[src/rtl/sprite_pkg.sv]
// rtl/sprite_pkg.sv - shared types and helpers for the sprite column mover
package sprite_pkg;

  typedef enum logic [1:0] {
    ST_IDLE  = 2'd0,
    ST_ERASE = 2'd1,
    ST_DRAW  = 2'd2
  } state_t;

  localparam logic DIR_DN = 1'b0;
  localparam logic DIR_UP = 1'b1;

  function automatic int pid_width(input int n);
    return (n <= 1) ? 1 : $clog2(n);
  endfunction

endpackage

[src/rtl/sprite_step_clamp.sv]
// rtl/sprite_step_clamp.sv - one step up or down, clamped to [Y_MIN, Y_MAX]
module sprite_step_clamp
  import sprite_pkg::*;
#(
  parameter int Y_W   = 7,
  parameter int STEP  = 10,
  parameter int Y_MIN = 0,
  parameter int Y_MAX = 110
) (
  input  logic [Y_W-1:0] y,
  input  logic           dir,
  output logic [Y_W-1:0] new_y
);

  localparam logic [Y_W:0] STEP_E = (Y_W+1)'(STEP);
  localparam logic [Y_W:0] MIN_E  = (Y_W+1)'(Y_MIN);
  localparam logic [Y_W:0] MAX_E  = (Y_W+1)'(Y_MAX);

  logic [Y_W:0] y_e;
  logic [Y_W:0] sum;
  logic [Y_W:0] diff;

  assign y_e  = {1'b0, y};
  assign sum  = y_e + STEP_E;
  assign diff = y_e - STEP_E;

  // The extra top bit of diff flags wrap below zero; the compare catches a nonzero floor.
  always_comb begin
    new_y = y;
    if (dir == DIR_UP) begin
      if (diff[Y_W] || (y_e < STEP_E + MIN_E)) new_y = MIN_E[Y_W-1:0];
      else                                      new_y = diff[Y_W-1:0];
    end else begin
      if (sum > MAX_E) new_y = MAX_E[Y_W-1:0];
      else             new_y = sum[Y_W-1:0];
    end
  end

endmodule

[src/rtl/sprite_column_mover.sv]
// rtl/sprite_column_mover.sv - per-player y position control with erase/draw command stream
module sprite_column_mover
  import sprite_pkg::*;
#(
  parameter int NUM_PLAYERS = 2,
  parameter int X_W         = 8,
  parameter int Y_W         = 7,
  parameter int STEP        = 10,
  parameter int Y_MIN       = 0,
  parameter int Y_MAX       = 110,
  parameter int Y_START     = 0,
  parameter int X_SPACING   = 118,
  localparam int PID_W      = pid_width(NUM_PLAYERS)
) (
  input  logic                       clk,
  input  logic                       resetn,
  input  logic [NUM_PLAYERS-1:0]     move_dn,
  input  logic [NUM_PLAYERS-1:0]     move_up,
  output logic [NUM_PLAYERS*Y_W-1:0] y_pos,
  output logic [NUM_PLAYERS-1:0]     at_top,
  output logic [NUM_PLAYERS-1:0]     at_bottom,
  output logic                       draw_valid,
  input  logic                       draw_ready,
  output logic [X_W-1:0]             draw_x,
  output logic [Y_W-1:0]             draw_y,
  output logic                       draw_erase,
  output logic [PID_W-1:0]           draw_player,
  output logic                       busy
);

  localparam logic [Y_W-1:0] Y_START_C = Y_W'(Y_START);
  localparam logic [Y_W-1:0] Y_MIN_C   = Y_W'(Y_MIN);
  localparam logic [Y_W-1:0] Y_MAX_C   = Y_W'(Y_MAX);

  state_t                 state;
  logic [NUM_PLAYERS-1:0] pend_valid;
  logic [NUM_PLAYERS-1:0] pend_dir;
  logic [Y_W-1:0]         y_reg [NUM_PLAYERS];
  logic [Y_W-1:0]         cur_new;

  logic                   pick_found;
  logic [PID_W-1:0]       pick_idx;
  logic [Y_W-1:0]         pick_y;
  logic                   pick_dir;
  logic [X_W-1:0]         pick_x;
  logic [Y_W-1:0]         clamp_y;
  logic                   pend_clr;

  // Walk from the top index down so the lowest pending player wins.
  always_comb begin
    pick_found = 1'b0;
    pick_idx   = '0;
    pick_y     = '0;
    pick_dir   = DIR_DN;
    pick_x     = '0;
    for (int p = NUM_PLAYERS - 1; p >= 0; p--) begin
      if (pend_valid[p]) begin
        pick_found = 1'b1;
        pick_idx   = PID_W'(p);
        pick_y     = y_reg[p];
        pick_dir   = pend_dir[p];
        pick_x     = X_W'(p * X_SPACING);
      end
    end
  end

  sprite_step_clamp #(
    .Y_W   (Y_W),
    .STEP  (STEP),
    .Y_MIN (Y_MIN),
    .Y_MAX (Y_MAX)
  ) u_clamp (
    .y     (pick_y),
    .dir   (pick_dir),
    .new_y (clamp_y)
  );

  assign pend_clr = (state == ST_IDLE) && pick_found;

  // A pulse is taken only while the slot is empty; a slot being cleared this edge still counts as full.
  always_ff @(posedge clk or negedge resetn) begin
    if (!resetn) begin
      pend_valid <= '0;
      pend_dir   <= '0;
    end else begin
      for (int p = 0; p < NUM_PLAYERS; p++) begin
        if (pend_clr && (pick_idx == PID_W'(p))) begin
          pend_valid[p] <= 1'b0;
        end else if (!pend_valid[p] && (move_dn[p] ^ move_up[p])) begin
          pend_valid[p] <= 1'b1;
          pend_dir[p]   <= move_up[p] ? DIR_UP : DIR_DN;
        end
      end
    end
  end

  always_ff @(posedge clk or negedge resetn) begin
    if (!resetn) begin
      state       <= ST_IDLE;
      draw_valid  <= 1'b0;
      draw_erase  <= 1'b0;
      draw_x      <= '0;
      draw_y      <= '0;
      draw_player <= '0;
      cur_new     <= '0;
      for (int p = 0; p < NUM_PLAYERS; p++) y_reg[p] <= Y_START_C;
    end else begin
      case (state)
        ST_IDLE: begin
          if (pick_found && (clamp_y != pick_y)) begin
            state       <= ST_ERASE;
            draw_valid  <= 1'b1;
            draw_erase  <= 1'b1;
            draw_x      <= pick_x;
            draw_y      <= pick_y;
            draw_player <= pick_idx;
            cur_new     <= clamp_y;
          end
        end
        ST_ERASE: begin
          if (draw_ready) begin
            for (int p = 0; p < NUM_PLAYERS; p++) begin
              if (draw_player == PID_W'(p)) y_reg[p] <= cur_new;
            end
            state      <= ST_DRAW;
            draw_erase <= 1'b0;
            draw_y     <= cur_new;
          end
        end
        ST_DRAW: begin
          if (draw_ready) begin
            state      <= ST_IDLE;
            draw_valid <= 1'b0;
          end
        end
        default: begin
          state      <= ST_IDLE;
          draw_valid <= 1'b0;
        end
      endcase
    end
  end

  assign busy = (state != ST_IDLE);

  for (genvar g = 0; g < NUM_PLAYERS; g++) begin : g_pos
    assign y_pos[g*Y_W +: Y_W] = y_reg[g];
    assign at_top[g]           = (y_reg[g] == Y_MIN_C);
    assign at_bottom[g]        = (y_reg[g] == Y_MAX_C);
  end

endmodule

[config.mk]
export PLATFORM = sky130hd
export DESIGN_NAME = sprite_column_mover
export DESIGN_NICKNAME = d
export VERILOG_FILES = /design/src/rtl/sprite_pkg.sv /design/src/rtl/sprite_step_clamp.sv /design/src/rtl/sprite_column_mover.sv
export SDC_FILE = /design/constraint.sdc
export NUM_CORES = 1
export LEC_CHECK = 0
export CELL_PAD_IN_SITES_DETAIL_PLACEMENT = 1
export CELL_PAD_IN_SITES_GLOBAL_PLACEMENT = 2
export CORE_MARGIN = 2
export CORE_UTILIZATION = 42
export DETAILED_ROUTE_END_ITERATION = 8
export DONT_BUFFER_PORTS = 1
export PLACE_DENSITY = 0.87
export SETUP_SLACK_MARGIN = 0.2
export SYNTH_ARGS = -nofsm -noshare
export SYNTH_HDL_FRONTEND = slang
export SYNTH_SLANG_ARGS = --single-unit
[constraint.sdc]
create_clock -name clk -period 9.3 [get_ports clk]
set_input_delay 1.86 -clock clk [delete_from_list [all_inputs] [get_ports clk]]
set_output_delay 1.86 -clock clk [all_outputs]
set_load 0.02 [all_outputs]
Yosys cells after proc, flatten, opt, wreduce, memory -nomap -nowiden
Cells that the tools add are included.
{"block": "word_totals", "register_bits": 45, "output_inout_bits": 37}
{"block": "classes", "n_addsub": 2, "magnitude_cmp": 2, "n_eq_ne": 8, "n_mux": 29, "n_bitwise": 7, "n_reduce_logical": 24}
{"op": "$mux 7", "count": 8}
{"op": "$reduce_and 3->1", "count": 5}
{"op": "$eq 7x7->1 const B", "count": 2}
{"op": "$logic_not 7->1", "count": 2}
{"op": "$pmux 7 s2", "count": 1}
{"op": "$mux 1", "count": 13}
{"op": "$add 7x4->8 const B", "count": 1}
{"op": "$gt 8x7->1 const B", "count": 1}
{"op": "$mux 8", "count": 1}
{"op": "$reduce_bool 2->1", "count": 4}
{"op": "$sub 7x4->8 const B", "count": 1}
{"op": "$lt 7x4->1 const B", "count": 1}
{"op": "$ne 7x7->1", "count": 1}
{"op": "$logic_and 1x1->1", "count": 6}
{"op": "$mux 2", "count": 3}
{"op": "$pmux 2 s3", "count": 1}
{"op": "$reduce_and 2->1", "count": 3}
{"op": "$not 1->1", "count": 5}
{"op": "$ne 2x2->1 const B", "count": 2}
{"op": "$pmux 1 s3", "count": 1}
{"op": "$eq 2x1->1 const B", "count": 1}
{"op": "$eq 2x2->1 const B", "count": 1}
{"op": "$logic_not 1->1", "count": 2}
{"op": "$logic_not 2->1", "count": 1}
{"op": "4 further kinds", "count": 5}

Logic depth before layout (Yosys ltp)
Gate-level depths: netlist of the first run.
{"block": "logic_depth", "depth_word": 10, "depth_mapped": 16}

Cells and area by module
A second synthesis of the first run with hierarchy kept.
{"block": "unflattened", "hier_cells": 257, "hier_area_um2": 2428.6}
{"mod": "sprite_column_mover", "instances": 1, "cells_per_inst": 182, "area_each_um2": 1921.8, "seq_area_each_um2": 925.9}
{"mod": "sprite_step_clamp", "instances": 1, "cells_per_inst": 75, "area_each_um2": 506.7, "seq_area_each_um2": 0.0}

Least setup slack after synthesis of the first run
No wires, ideal clock.
{"block": "synth_path", "kind": "register to output", "from": "register y_reg, in the netlist y_pos[2]", "to": "output at_top[0]", "arrival_time_ns": 1.657, "slack_ns": 5.783, "path_stages_with_launch": 3, "path_cell_list": "dfrtp_1 or4_1 nor4_1"}
{"block": "synth_via", "elab_chain_cells": 1}
{"element": "start, declared", "line_no": "sprite_column_mover.sv:38", "rtl": "logic [Y_W-1:0] y_reg [NUM_PLAYERS];"}
{"element": "start signal, assigned by index", "line_no": "sprite_column_mover.sv:123", "rtl": "if (draw_player == PID_W'(p)) y_reg[p] <= cur_new;"}
{"element": "$logic_not 7->1", "line_no": "sprite_column_mover.sv:148", "rtl": "assign at_top[g] = (y_reg[g] == Y_MIN_C);"}
{"element": "end, declared", "line_no": "sprite_column_mover.sv:20", "rtl": "output logic [NUM_PLAYERS-1:0] at_top,"}
No other way between the ends.

Worst setup path in the final report of the first run
{"block": "layout_path", "from": "register pend_valid[0]", "to": "register cur_new[1]"}
{"block": "layout_via", "elab_chain_cells": 8, "word_cells_on_any_way": 14, "cone_classes": "2 x add/sub; 2 x order compare; 1 x eq/ne; 6 x mux; 3 x reduce/logical"}
{"element": "start, declared", "line_no": "sprite_column_mover.sv:36", "rtl": "logic [NUM_PLAYERS-1:0] pend_valid;"}
{"element": "start signal, assigned", "line_no": "sprite_column_mover.sv:83", "rtl": "pend_valid <= '0;"}
{"element": "start signal, assigned by index", "line_no": "sprite_column_mover.sv:88", "rtl": "pend_valid[p] <= 1'b0;"}
{"element": "start signal, assigned by index", "line_no": "sprite_column_mover.sv:90", "rtl": "pend_valid[p] <= 1'b1;"}
{"element": "$mux 7", "line_no": "sprite_column_mover.sv:57", "rtl": "if (pend_valid[p]) begin"}
{"element": "$add 7x4->8, or another cell as far along", "line_no": "sprite_step_clamp.sv:24", "rtl": "assign sum = y_e + STEP_E;"}
{"element": "$gt 8x7->1 / $logic_or 1x1->1 (equally long branches)", "line_no": "sprite_step_clamp.sv:34, sprite_step_clamp.sv:31"}
{"element": "$mux 7 (on tied branches)", "line_no": "sprite_step_clamp.sv:34, sprite_step_clamp.sv:31"}
{"element": "$mux 7", "line_no": "sprite_step_clamp.sv:30", "rtl": "if (dir == DIR_UP) begin"}
{"element": "$ne 7x7->1", "line_no": "sprite_column_mover.sv:110", "rtl": "if (pick_found && (clamp_y != pick_y)) begin"}
{"element": "$logic_and 1x1->1", "line_no": "sprite_column_mover.sv:110"}
{"element": "$reduce_and 2->1 (no source line)"}
{"element": "end signal, assigned", "line_no": "sprite_column_mover.sv:117", "rtl": "cur_new <= clamp_y;"}
{"element": "end, declared", "line_no": "sprite_column_mover.sv:39", "rtl": "logic [Y_W-1:0] cur_new;"}
Parallel ways exist; a longest one is shown, timed or not.
A chain may end at the register's enable or synchronous reset.

==> results of run 1 <==
cells in the mapped netlist (all sizes together), types with 2 or more instances:
cell,count
dfrtp,37
nand2,30
o21ai,26
nor2,23
mux2,22
buf,16
a22oi,10
nand3,8
inv,7
nor3,6
nor4,6
o21a,6
o31a,5
a21oi,4
a21o,3
a22o,3
a31oi,3
o311ai,3
or3,3
xnor2,3
a211oi,2
a31o,2
and2,2
ha,2
nand3b,2
o2111ai,2
o31ai,2
or2,2
xor2,2
area by class of cell:
cell class	instances	area, um2
clock buffers	6	82.6
clock inverters	2	37.5
fillers	645	3030
inverters	7	26.3
multi-input cells	198	1340
flip-flops and latches	37	926
well taps	72	90.1
per-stage QoR:
| stage | area, um2 | std cells | util |
|---|---|---|---|
| 5_1_grt | 2510 | 322 | 0.452 |
| 2_1_floorplan | 2430 | 259 | - |
| 6_report | 2510 | 322 | 0.452 |
| 3_5_place_dp | 2390 | 314 | 0.431 |
| 3_3_place_gp | 2390 | 314 | 0.431 |
| 4_1_cts | 2510 | 322 | 0.452 |
worst min-delay path: stages (launching register included):
cell	delay (ns)
dfrtp_1	0.39
nand2_1	0.06
nand2_1	0.05
metal layers:
metal,vias up,wire length [um],GRT usage
met5,-,0,0
met4,0,82,0.0508
met3,9,399,0.0407
met2,59,2980,0.343
met1,983,3030,0.307
li1,925,-,-
state kept, by name, summed over array words and instances, names as in the netlist:
name	flops
cur_new	7
draw_erase	1
draw_valid	1
draw_x	1
draw_y	7
pend_dir	2
pend_valid	2
state	2
y_pos	14
worst max path at each step:
stage | start | end | slack, ns | cells past startpoint
6_report | pend_valid[0]$_DFFE_PN0P_ | cur_new[1]$_DFFE_PN0P_ | 5.07 | 13
4_1_cts | pend_valid[0]$_DFFE_PN0P_ | cur_new[1]$_DFFE_PN0P_ | 5.08 | 13
2_1_floorplan | y_pos[2]$_DFFE_PN0P_ | at_top[0] | 5.78 | 2
5_1_grt | pend_valid[0]$_DFFE_PN0P_ | cur_new[1]$_DFFE_PN0P_ | 4.78 | 13
3_5_place_dp | pend_valid[0]$_DFFE_PN0P_ | cur_new[1]$_DFFE_PN0P_ | 5.11 | 13
3_3_place_gp | pend_valid[0]$_DFFE_PN0P_ | cur_new[3]$_DFFE_PN0P_ | 5.24 | 12
cells by family (layout without fill, tap and decap cells):
logic type	count (synthesis)	after routing	synth area share
flip-flops	37	37	0.383
adder cells (fa/ha/maj)	2	2	0.0103
AO/OA/AOI/OAI	78	78	0.239
AND/OR/NAND/NOR	87	87	0.172
XOR/XNOR	5	5	0.0181
other	1	3	0.00155
multiplexers	23	23	0.111
buffers and inverters	24	15	0.0651
==> key figures, run 1 <==
Outcome
  – Run status: completed

Synthesis
  – Yosys warns: 0
  – Asr flop ratio synth: 1.00
  – Mapped Area: between 0.002 and 0.0025 mm2
  – Yosys top cell by area: dfrtp_1
  – Cells after synthesis: ~260
  – Synthesized area per cell: 9.42 um2
  – Synth top area cells: dfrtp_1, mux2_2, nand2_1
  – Ys flop type: dfrtp_1
  – Synth top area share: 0.383
  – Number of synthesized flops with an enable pin: 0
  – Register area share after synthesis: 0.383
  – Seq cells post-synth: 37
  – Synth unique cells: just under 60

Clock network
  – CTS buffer count: 5
  – H-Tree Depth: 2
  – Clk Latency, worst-skew pair: between 0.2 and 0.3 ns
  – Root Driver: clkbuf_8
  – Post-CTS sizing: 0
  – CTS tree: built
  – Clock transition at path regs: 0.08 ns
  – CTS Buffer Depth: 2
  – Post-cts hold buffer count: 0
  – Post-CTS Setup Bufs: 0
  – Clock Sink Count: 37

STA
  – Hold Slack: around 0.53 ns
  – Final period utilization: 0.455
  – Fin Setup TNS: 0 ns
  – Worst slew margin: 0.237
  – PnR worst setup slack: 5.07 ns
  – Post-Route Skew: 0.00807 ns
  – Max Clk Rate: around 0.24 GHz
  – Final Hold Violating Endpoints: 0
  – Final setup viols: 0
  – Worst-Margin Slew: 1.15 ns
  – Max Slew Vio Count: 0
  – RSZ-0062 raised after global routing: false
  – Fin crit period: around 4.2 ns

Worst setup path
  – CP endpoint kind: flip-flop
  – Critical Path Fanout Max: 30
  – Critical R2R Launch: pend_valid[0]$_DFFE_PN0P_
  – Setup Crit Path Kind: flip-flop to flip-flop
  – Reg2reg end: cur_new[1]$_DFFE_PN0P_
  – CP Buf/Inv Count: 2
  – Slowest CP cell: dfrtp_1
  – Max stage delay on crit path: 0.89 ns
  – R2R Setup Slk: just over 5 ns
  – Crit path DAT: roughly 4.4 ns
  – Startpoint Class: flip-flop
  – Crit-path leading delay family: compound AO/OA/AOI/OAI gates
  – Critical path cell sequence: and2b_1 > a22oi_2 > inv_1 > ha_1 > inv_1 > nand3_1 > o21ai_1 > nand3_1 > o41ai_1 > o21ai_1 > o31a_4 > o21ai_4 > mux2_2
  – WP data required: ~9.5 ns
  – Worst R2R Path Depth: 13

Routing
  – Post-route ant nets: 0
  – DRT iter0 DRCs: 119
  – Routed vias: approximately 2000
  – Initial DRT Pass Iterations: 4
  – WL/cell: around 20 um
  – DRC errors left: 0
  – Via density: just over 6
  – WL final: between 6000 and 7000 um

Floorplanning
  – Die Width: roughly 80 um
  – IO Pins: 44
  – # rows: 27
  – Initial core utilization: 0.437
  – Die Y: roughly 80 um
  – Core area: about 0.0055 mm2
  – Die area: ~0.0064 mm2

Finish
  – Most frequent cells in the layout: dfrtp_1, nand2_1, nor2_1
  – Fraction of layout cells with a size suffix above 1: 0.188
  – Most common cell after layout, fill and taps aside: dfrtp_1
  – Fin nets: approximately 260
  – Diodes inserted: 0
  – Area grow syn2layout: 3.57%

Global route
  – Gr usage total: 0.217
  – Largest net degree at the start of global routing: 38
  – Number of antenna violations at the first check in global routing: 0
  – Overflow after GRT: 0
  – Vias in the first global route: between 1500 and 2000
  – Global-route wire length before repair: ~11000 um

Hold path
  – Min-Delay Path Depth: 2
  – Hold Path Origin: state[1]$_DFFE_PN0P_
  – Worst Hold Path EP: state[1]$_DFFE_PN0P_
  – Class of the worst hold path: flip-flop to flip-flop

Place
  – Routability cong.: between 0.8 and 0.9
  – Final HPWL DP: around 5000 um
  – Number of port buffers: 0
  – DP Worst Slack: 5.11 ns

Flow run
  – MaxCap Viol Count: 0
Power of run 1 is left out: the tool's default activity adds up to more than one toggle a clock period on the data nets, which glitch-free logic cannot reach.
==> inputs of run 2 (changes only) <==
- CORE_UTILIZATION: 42 -> 39
- PLACE_DENSITY: 0.87 -> 0.82
- clock period: 9.3 -> 4.34 ns (I/O delays scaled with it)
==> run 2 against run 1 <==
Net effect: maximum frequency is 13% higher; global-route usage is 0.19 points lower; largest cell class unchanged; via count is 1.3% higher; final area is 0.30% lower; sequential cell count stayed put.
==> key figures, run 2 (synthesis results as in run 1) <==
STA
  – Final period utilization: 0.866
  – RSZ-0062 raised after global routing: false
  – Worst-Margin Slew: 1.12 ns
  – Final setup viols: 0
  – Fin Setup TNS: 0 ns
  – Post-Route Skew: about 0.0088 ns
  – Final Hold Violating Endpoints: 0
  – Worst slew margin: 0.251
  – Fin crit period: about 3.8 ns
  – Max Clk Rate: 0.266 GHz
  – Max Slew Vio Count: 0

Finish
  – Most frequent cells in the layout: dfrtp_1, nand2_1, nor2_1
  – Max reg flops: 14
  – Fin nets: 261
  – Fin cells: between 300 and 400
  – Fraction of layout cells with a size suffix above 1: 0.190
  – Diodes inserted: 0
  – Post-route design area: approximately 0.0025 mm2
  – Most common cell after layout, fill and taps aside: dfrtp_1
  – Area grow syn2layout: 3.26%

Global route
  – Global-route wire length before repair: around 11000 um
  – Vias in the first global route: 2077
  – Number of antenna violations at the first check in global routing: 0
  – Largest net degree at the start of global routing: 38
  – Gr usage total: 0.215
  – Overflow after GRT: 0

Routing
  – Initial DRT Pass Iterations: 4
  – WL final: ~6800 um
  – Post-route ant nets: 0
  – DRT iter0 DRCs: ~110
  – Via density: between 6 and 7
  – DRC errors left: 0
  – WL/cell: 20.8 um
  – Routed vias: ~2000

Worst setup path
  – Startpoint Class: flip-flop
  – R2R Setup Slk: 0.58 ns
  – WP depth: 13
  – Most used cell, CP: inv_1
  – Slowest CP cell: dfrtp_1
  – Setup crit start: pend_valid[0]$_DFFE_PN0P_
  – Crit path DAT: roughly 3.9 ns
  – CP endpoint kind: flip-flop
  – CP Buf/Inv Count: 2
  – Max stage delay on crit path: 0.44 ns
  – Worst R2R Path Depth: 13
  – Critical Path Fanout Max: 14
  – WP data required: 4.51 ns
  – Reg2reg end: cur_new[3]$_DFFE_PN0P_
  – Crit-path leading delay family: compound AO/OA/AOI/OAI gates
  – Critical R2R Launch: pend_valid[0]$_DFFE_PN0P_
  – Critical path cell sequence: and2b_1 > a22oi_2 > inv_1 > ha_1 > inv_1 > nand3_1 > o21ai_1 > a311oi_1 > o31a_1 > or2_4 > o31a_4 > o21ai_4 > mux2_2
  – Setup Crit Path Kind: flip-flop to flip-flop

Clock network
  – Clk Latency, worst-skew pair: between 0.2 and 0.3 ns
  – Post-CTS sizing: 0
  – Clock transition at path regs: 0.08 ns
  – Post-CTS Setup Bufs: 0
  – Root Driver: clkbuf_8
  – H-Tree Depth: 2
  – Post-cts hold buffer count: 0
  – CTS tree: built
  – CTS buffer count: 5
  – CTS Buffer Depth: 2
  – Clock Sink Count: 37

Floorplanning
  – Die area: 0.00685 mm2
  – # rows: 28
  – IO Pins: 44
  – Die Y: 82.8 um
  – Core area: 0.00596 mm2
  – Die Width: 82.8 um
  – Initial core utilization: 0.406

Place
  – Final HPWL DP: 5070 um
  – Number of port buffers: 0
  – Dpl cells: 320
  – Dpl cell area: 0.00241 mm2
  – Routability cong.: 0.890

Hold path
  – Class of the worst hold path: input port to asynchronous set/reset pin

Outcome
  – Run status: completed

Flow run
  – MaxCap Viol Count: 0
==> run 2: cell type report <==
| cell class | instances | area (um2) |
|---|---|---|
| multi-input cells | 198 | 1340 |
| well taps | 75 | 93.8 |
| flip-flops and latches | 37 | 926 |
| clock buffers | 7 | 86.3 |
| repair buffers | 3 | 22.5 |
| fillers | 709 | 3460 |
| inverters | 7 | 26.3 |
==> run 2: worst max-delay path by stage <==
| stage | end |
|---|---|
| 2_1_floorplan | cur_new[0]$_DFFE_PN0P_ |
| 3_3_place_gp | cur_new[3]$_DFFE_PN0P_ |
| 3_5_place_dp | cur_new[3]$_DFFE_PN0P_ |
| 4_1_cts | cur_new[3]$_DFFE_PN0P_ |
| 5_1_grt | cur_new[3]$_DFFE_PN0P_ |
| 6_report | cur_new[3]$_DFFE_PN0P_ |
==> run 2: stage by stage <==
stage | hold WS [ns] | utilization | setup WS (ns)
after floorplan | 0.474 | - | 0.953
after global placement | 0.505 | 0.405 | 0.759
after detailed placement | 0.529 | 0.405 | 0.625
after CTS | 0.263 | 0.420 | 0.595
after global routing | 0.248 | 0.420 | 0.354
final | 0.266 | 0.420 | 0.582
==> run 2: routing by layer <==
metal | global-route usage | vias up | share of wire
met5 | 0 | - | 0
met4 | 0.0393 | 0 | 0.0068
met3 | 0.0379 | 7 | 0.047
met2 | 0.353 | 49 | 0.47
met1 | 0.301 | 1011 | 0.48
li1 | - | 935 | -
==> run 2: worst register-to-register path: stages (launching register included) <==
cell and delay, ns:
dfrtp_1 0.44, and2b_1 0.28, a22oi_2 0.34, inv_1 0.15, ha_1 0.24, inv_1 0.10
nand3_1 0.13, o21ai_1 0.13, a311oi_1 0.12, o31a_1 0.30, or2_4 0.29, o31a_4 0.33
o21ai_4 0.40, mux2_2 0.39
Power of run 2 is left out for the same reason.
==> inputs of run 3 (changes only) <==
- MAX_ROUTING_LAYER: not set -> met4
- RECOVER_POWER: not set -> 50
==> run 3 against run 2 <==
Net effect: wire length decreased by 0.46%; maximum frequency shrank 0.20%; global-route usage increased by 0.65 points; non-clock buffer count is the same; worst setup slack worse by 0.0075 ns; critical endpoint is now cur_new[1]$_DFFE_PN0P_.
==> key figures, run 3 (synthesis results as in run 1) <==
Routing
  – Post-route ant nets: 0
  – WL/cell: 20.7 um
  – Initial DRT Pass Iterations: 4
  – Routed vias: 1983
  – WL final: slightly below 7000 um
  – DRC errors left: 0
  – Via density: around 6.1
  – DRT iter0 DRCs: 124

Clock network
  – CTS Buffer Depth: 2
  – CTS tree: built
  – H-Tree Depth: 2
  – Post-CTS Setup Bufs: 0
  – Post-CTS sizing: 0
  – CTS buffer count: 5
  – Clock Sink Count: 37
  – Clk Latency, worst-skew pair: about 0.29 ns
  – Clock transition at path regs: 0.07 ns
  – Post-cts hold buffer count: 0
  – Root Driver: clkbuf_8

Finish
  – Fin nets: ~260
  – Max reg flops: 14
  – Fraction of layout cells with a size suffix above 1: 0.187
  – Diodes inserted: 0
  – Post-route design area: ~0.0025 mm2
  – Area grow syn2layout: 3.26%
  – Most frequent cells in the layout: dfrtp_1, nand2_1, nor2_1
  – Most common cell after layout, fill and taps aside: dfrtp_1
  – Final Util: 0.420

STA
  – Fin crit period: 3.77 ns
  – RSZ-0062 raised after global routing: false
  – Final period utilization: 0.868
  – Worst slew margin: 0.250
  – Final Hold Violating Endpoints: 0
  – Fin Setup TNS: 0 ns
  – Max Clk Rate: between 0.2 and 0.3 GHz
  – Worst-Margin Slew: between 1 and 1.5 ns
  – Final setup viols: 0
  – Post-Route Skew: 0.00691 ns
  – Max Slew Vio Count: 0

Worst setup path
  – Startpoint Class: flip-flop
  – CP endpoint kind: flip-flop
  – Setup Crit Path Kind: flip-flop to flip-flop
  – Critical Path Fanout Max: 14
  – Crit path DAT: 3.94 ns
  – WP data required: between 4 and 5 ns

Place
  – Routability cong.: around 0.90
  – Number of port buffers: 0
  – Dpl cell area: 0.00241 mm2
  – Final HPWL DP: around 5100 um

Floorplanning
  – # rows: 28
  – Die Width: around 83 um
  – Die Y: just over 80 um
  – Core area: a little under 0.006 mm2
  – Initial core utilization: 0.406
  – IO Pins: 44
  – Die area: around 0.0069 mm2

Global route
  – Number of antenna violations at the first check in global routing: 0
  – Largest net degree at the start of global routing: 38
  – Global-route wire length before repair: 11100 um
  – Overflow after GRT: 0
  – Vias in the first global route: between 2000 and 2500
  – Gr usage total: 0.222

Outcome
  – Run status: completed

Flow run
  – MaxCap Viol Count: 0

Hold path
  – Class of the worst hold path: input port to asynchronous set/reset pin
run 3: cell counts in the layout (fill, tap and decap cells not counted):
No cell type changed its count.
run 3: area by class of cell:
cell class,count,area (um2)
clock buffer,7,86.3
fill,709,3460
inverter,7,26.3
multi-input combinational,198,1340
sequential,37,926
tap,75,93.8
timing repair buffer,3,22.5
run 3: critical path, stage by stage (launching register included):
cell	delay (ns)
dfrtp_1	0.44
and2b_1	0.28
a22oi_2	0.34
inv_1	0.14
ha_1	0.24
inv_1	0.10
nand3_1	0.13
o21ai_1	0.13
a311oi_1	0.12
o31a_1	0.30
or2_4	0.29
o31a_4	0.33
o21ai_4	0.40
mux2_2	0.39
run 3: final timing paths:
check                                           from  cells after the start                      end  slack, ns
max                        pend_valid[0]$_DFFE_PN0P_                     13   cur_new[1]$_DFFE_PN0P_       0.57
min                                           resetn                      0  pend_dir[1]$_DFFE_PN0P_       0.27
max reg2reg                pend_valid[0]$_DFFE_PN0P_                     13   cur_new[1]$_DFFE_PN0P_       0.57
min reg2reg                     state[1]$_DFFE_PN0P_                      2     state[1]$_DFFE_PN0P_       0.54
max in group asynchronous                     resetn                      0    draw_y[3]$_DFFE_PN0P_       3.98
min in group clk                state[1]$_DFFE_PN0P_                      2     state[1]$_DFFE_PN0P_       0.54
run 3: routing by layer:
layer  global-route usage  routed length (um)  vias to the layer above
met5                    -                   0                        -
met4               0.0393                  37                        0
met3               0.0368                 268                        5
met2                0.354                3160                       42
met1                0.302                3310                     1003
li1                     -                   -                      933
run 3: stage by stage:
step                      worst slack, ns  std cells  hold slack (ns)
after floorplan                     0.953        259            0.474
after global placement              0.759        320            0.505
after detailed placement            0.625        320            0.529
after CTS                           0.595        327            0.263
after global routing                0.354        327            0.248
final                               0.575        327            0.268
Power of run 3 is left out for the same reason.
==> edit: new RTL, config.mk and constraints of run 1 <==
`Y_W` is set to 7 in 2 places; all go to 14.
--- a/src/rtl/sprite_step_clamp.sv
+++ b/src/rtl/sprite_step_clamp.sv
@@ -3,5 +3,5 @@
   import sprite_pkg::*;
 #(
-  parameter int Y_W   = 7,
+  parameter int Y_W   = 14,
   parameter int STEP  = 10,
   parameter int Y_MIN = 0,
--- a/src/rtl/sprite_column_mover.sv
+++ b/src/rtl/sprite_column_mover.sv
@@ -5,5 +5,5 @@
   parameter int NUM_PLAYERS = 2,
   parameter int X_W         = 8,
-  parameter int Y_W         = 7,
+  parameter int Y_W         = 14,
   parameter int STEP        = 10,
   parameter int Y_MIN       = 0,
Ports: changed (resized draw_y and y_pos); port bits go from 44 to 65. The function was not compared with the original's and may differ.
==> edit against run 1 <==
Sequential cell count up 28; hold slack worse by 0.012 ns; routed wire length up 120%; largest cell class unchanged; cell area up 72%; non-clock buffer count up 8; synthesized area up 67%; highest routed layer unchanged; setup slack worse by 1.8 ns; first-iteration DRC count up 95%; global-route usage up 6.7 points.
Power is left out: the tool's default activity adds up to more than one toggle a clock period on the data nets, which glitch-free logic cannot reach.
==> edit: results (changes against run 1) <==
- The sequential cell area fraction in the yosys report was 0.4015 (was 0.3826).
- Largest net degree at the start of global routing: 66 (was 38)
* Multi-input combinational gate total: 332 (was 198)
* Parity-gate share of the synthesized area counting xor and xnor cells: 0.03243 (was 0.01810)
- Status: finished clean (unchanged).
- Adder and majority gate portion of the synthesized area: 0.009265 (was 0.01034)
- Post-layout net count: 438 (was 258)
- Layout non-clock buf frac: 0.01394 (was 0)
- The detailed placement HPWL came to 10.04 mm (was 4.978 mm).
* Netlist cell types: 63 (was 59)
- Max Clock Skew: 0.01036 ns (was 0.008070 ns)
- The non-clock buffer instance count of the final layout came to 8 (was 0).
- The share of final-layout standard cells stronger than drive strength 1 was 0.1409 (was 0.1880).
- Via count of the first global-routing pass: 3780 (was 1987)
* Clock latency reported for the late side of the worst-skew pair: 0.37 ns (was 0.29 ns)
* Reg-to-Reg End: cur_new[3] (was cur_new[1])
* Global Route met2 Usage: 0.4367 (was 0.3433)
- The worst slack on hold paths was 0.5140 ns (was 0.5263 ns).
- Number of DRC markers after the initial detailed-route iteration: 232 (was 119)
- The sequential cell count of the final layout is 65 (was 37).
- The longest individual stage delay on the worst path came to 0.78 ns (was 0.89 ns).
* First-pass iteration count of the detailed router: 5 (was 4)
- Flip-flop count of the largest register, all copies and words added: 28 (was 14)
* Critical-path maximum fanout: 17 (was 30)
* Terminating pin of the worst hold path: y_pos[4] (was state[1])
- Place WS: 3.282 ns (was 5.105 ns)
* Startpoint of the worst register-to-register path: pend_valid[1] (was pend_valid[0])
==> edit: changes by cell type after synthesis, moves of 8 or more <==
cell                       delta
sky130_fd_sc_hd__mux2_2      +10
sky130_fd_sc_hd__nor2_1      +17
sky130_fd_sc_hd__dfrtp_1     +28
sky130_fd_sc_hd__clkbuf_1    +12
sky130_fd_sc_hd__o21ai_0     +21
sky130_fd_sc_hd__nand3_1      +8
sky130_fd_sc_hd__a22o_1       +8
sky130_fd_sc_hd__a21oi_1     +16
sky130_fd_sc_hd__a221o_1     +13
==> edit: logic make-up after synthesis <==
kind of cell	count (synthesis)
flip-flops	65
other	1
multiplexers	34
AND/OR/NAND/NOR	135
AO/OA/AOI/OAI	142
XOR/XNOR	15
buffers and inverters	43
adder cells (fa/ha/maj)	3
==> edit: routing by layer <==
layer  wire length, um  up-vias
li1                  -     1613
met1              6478     1859
met2              6363      119
met3               825       28
met4               342        0
met5                 0        -
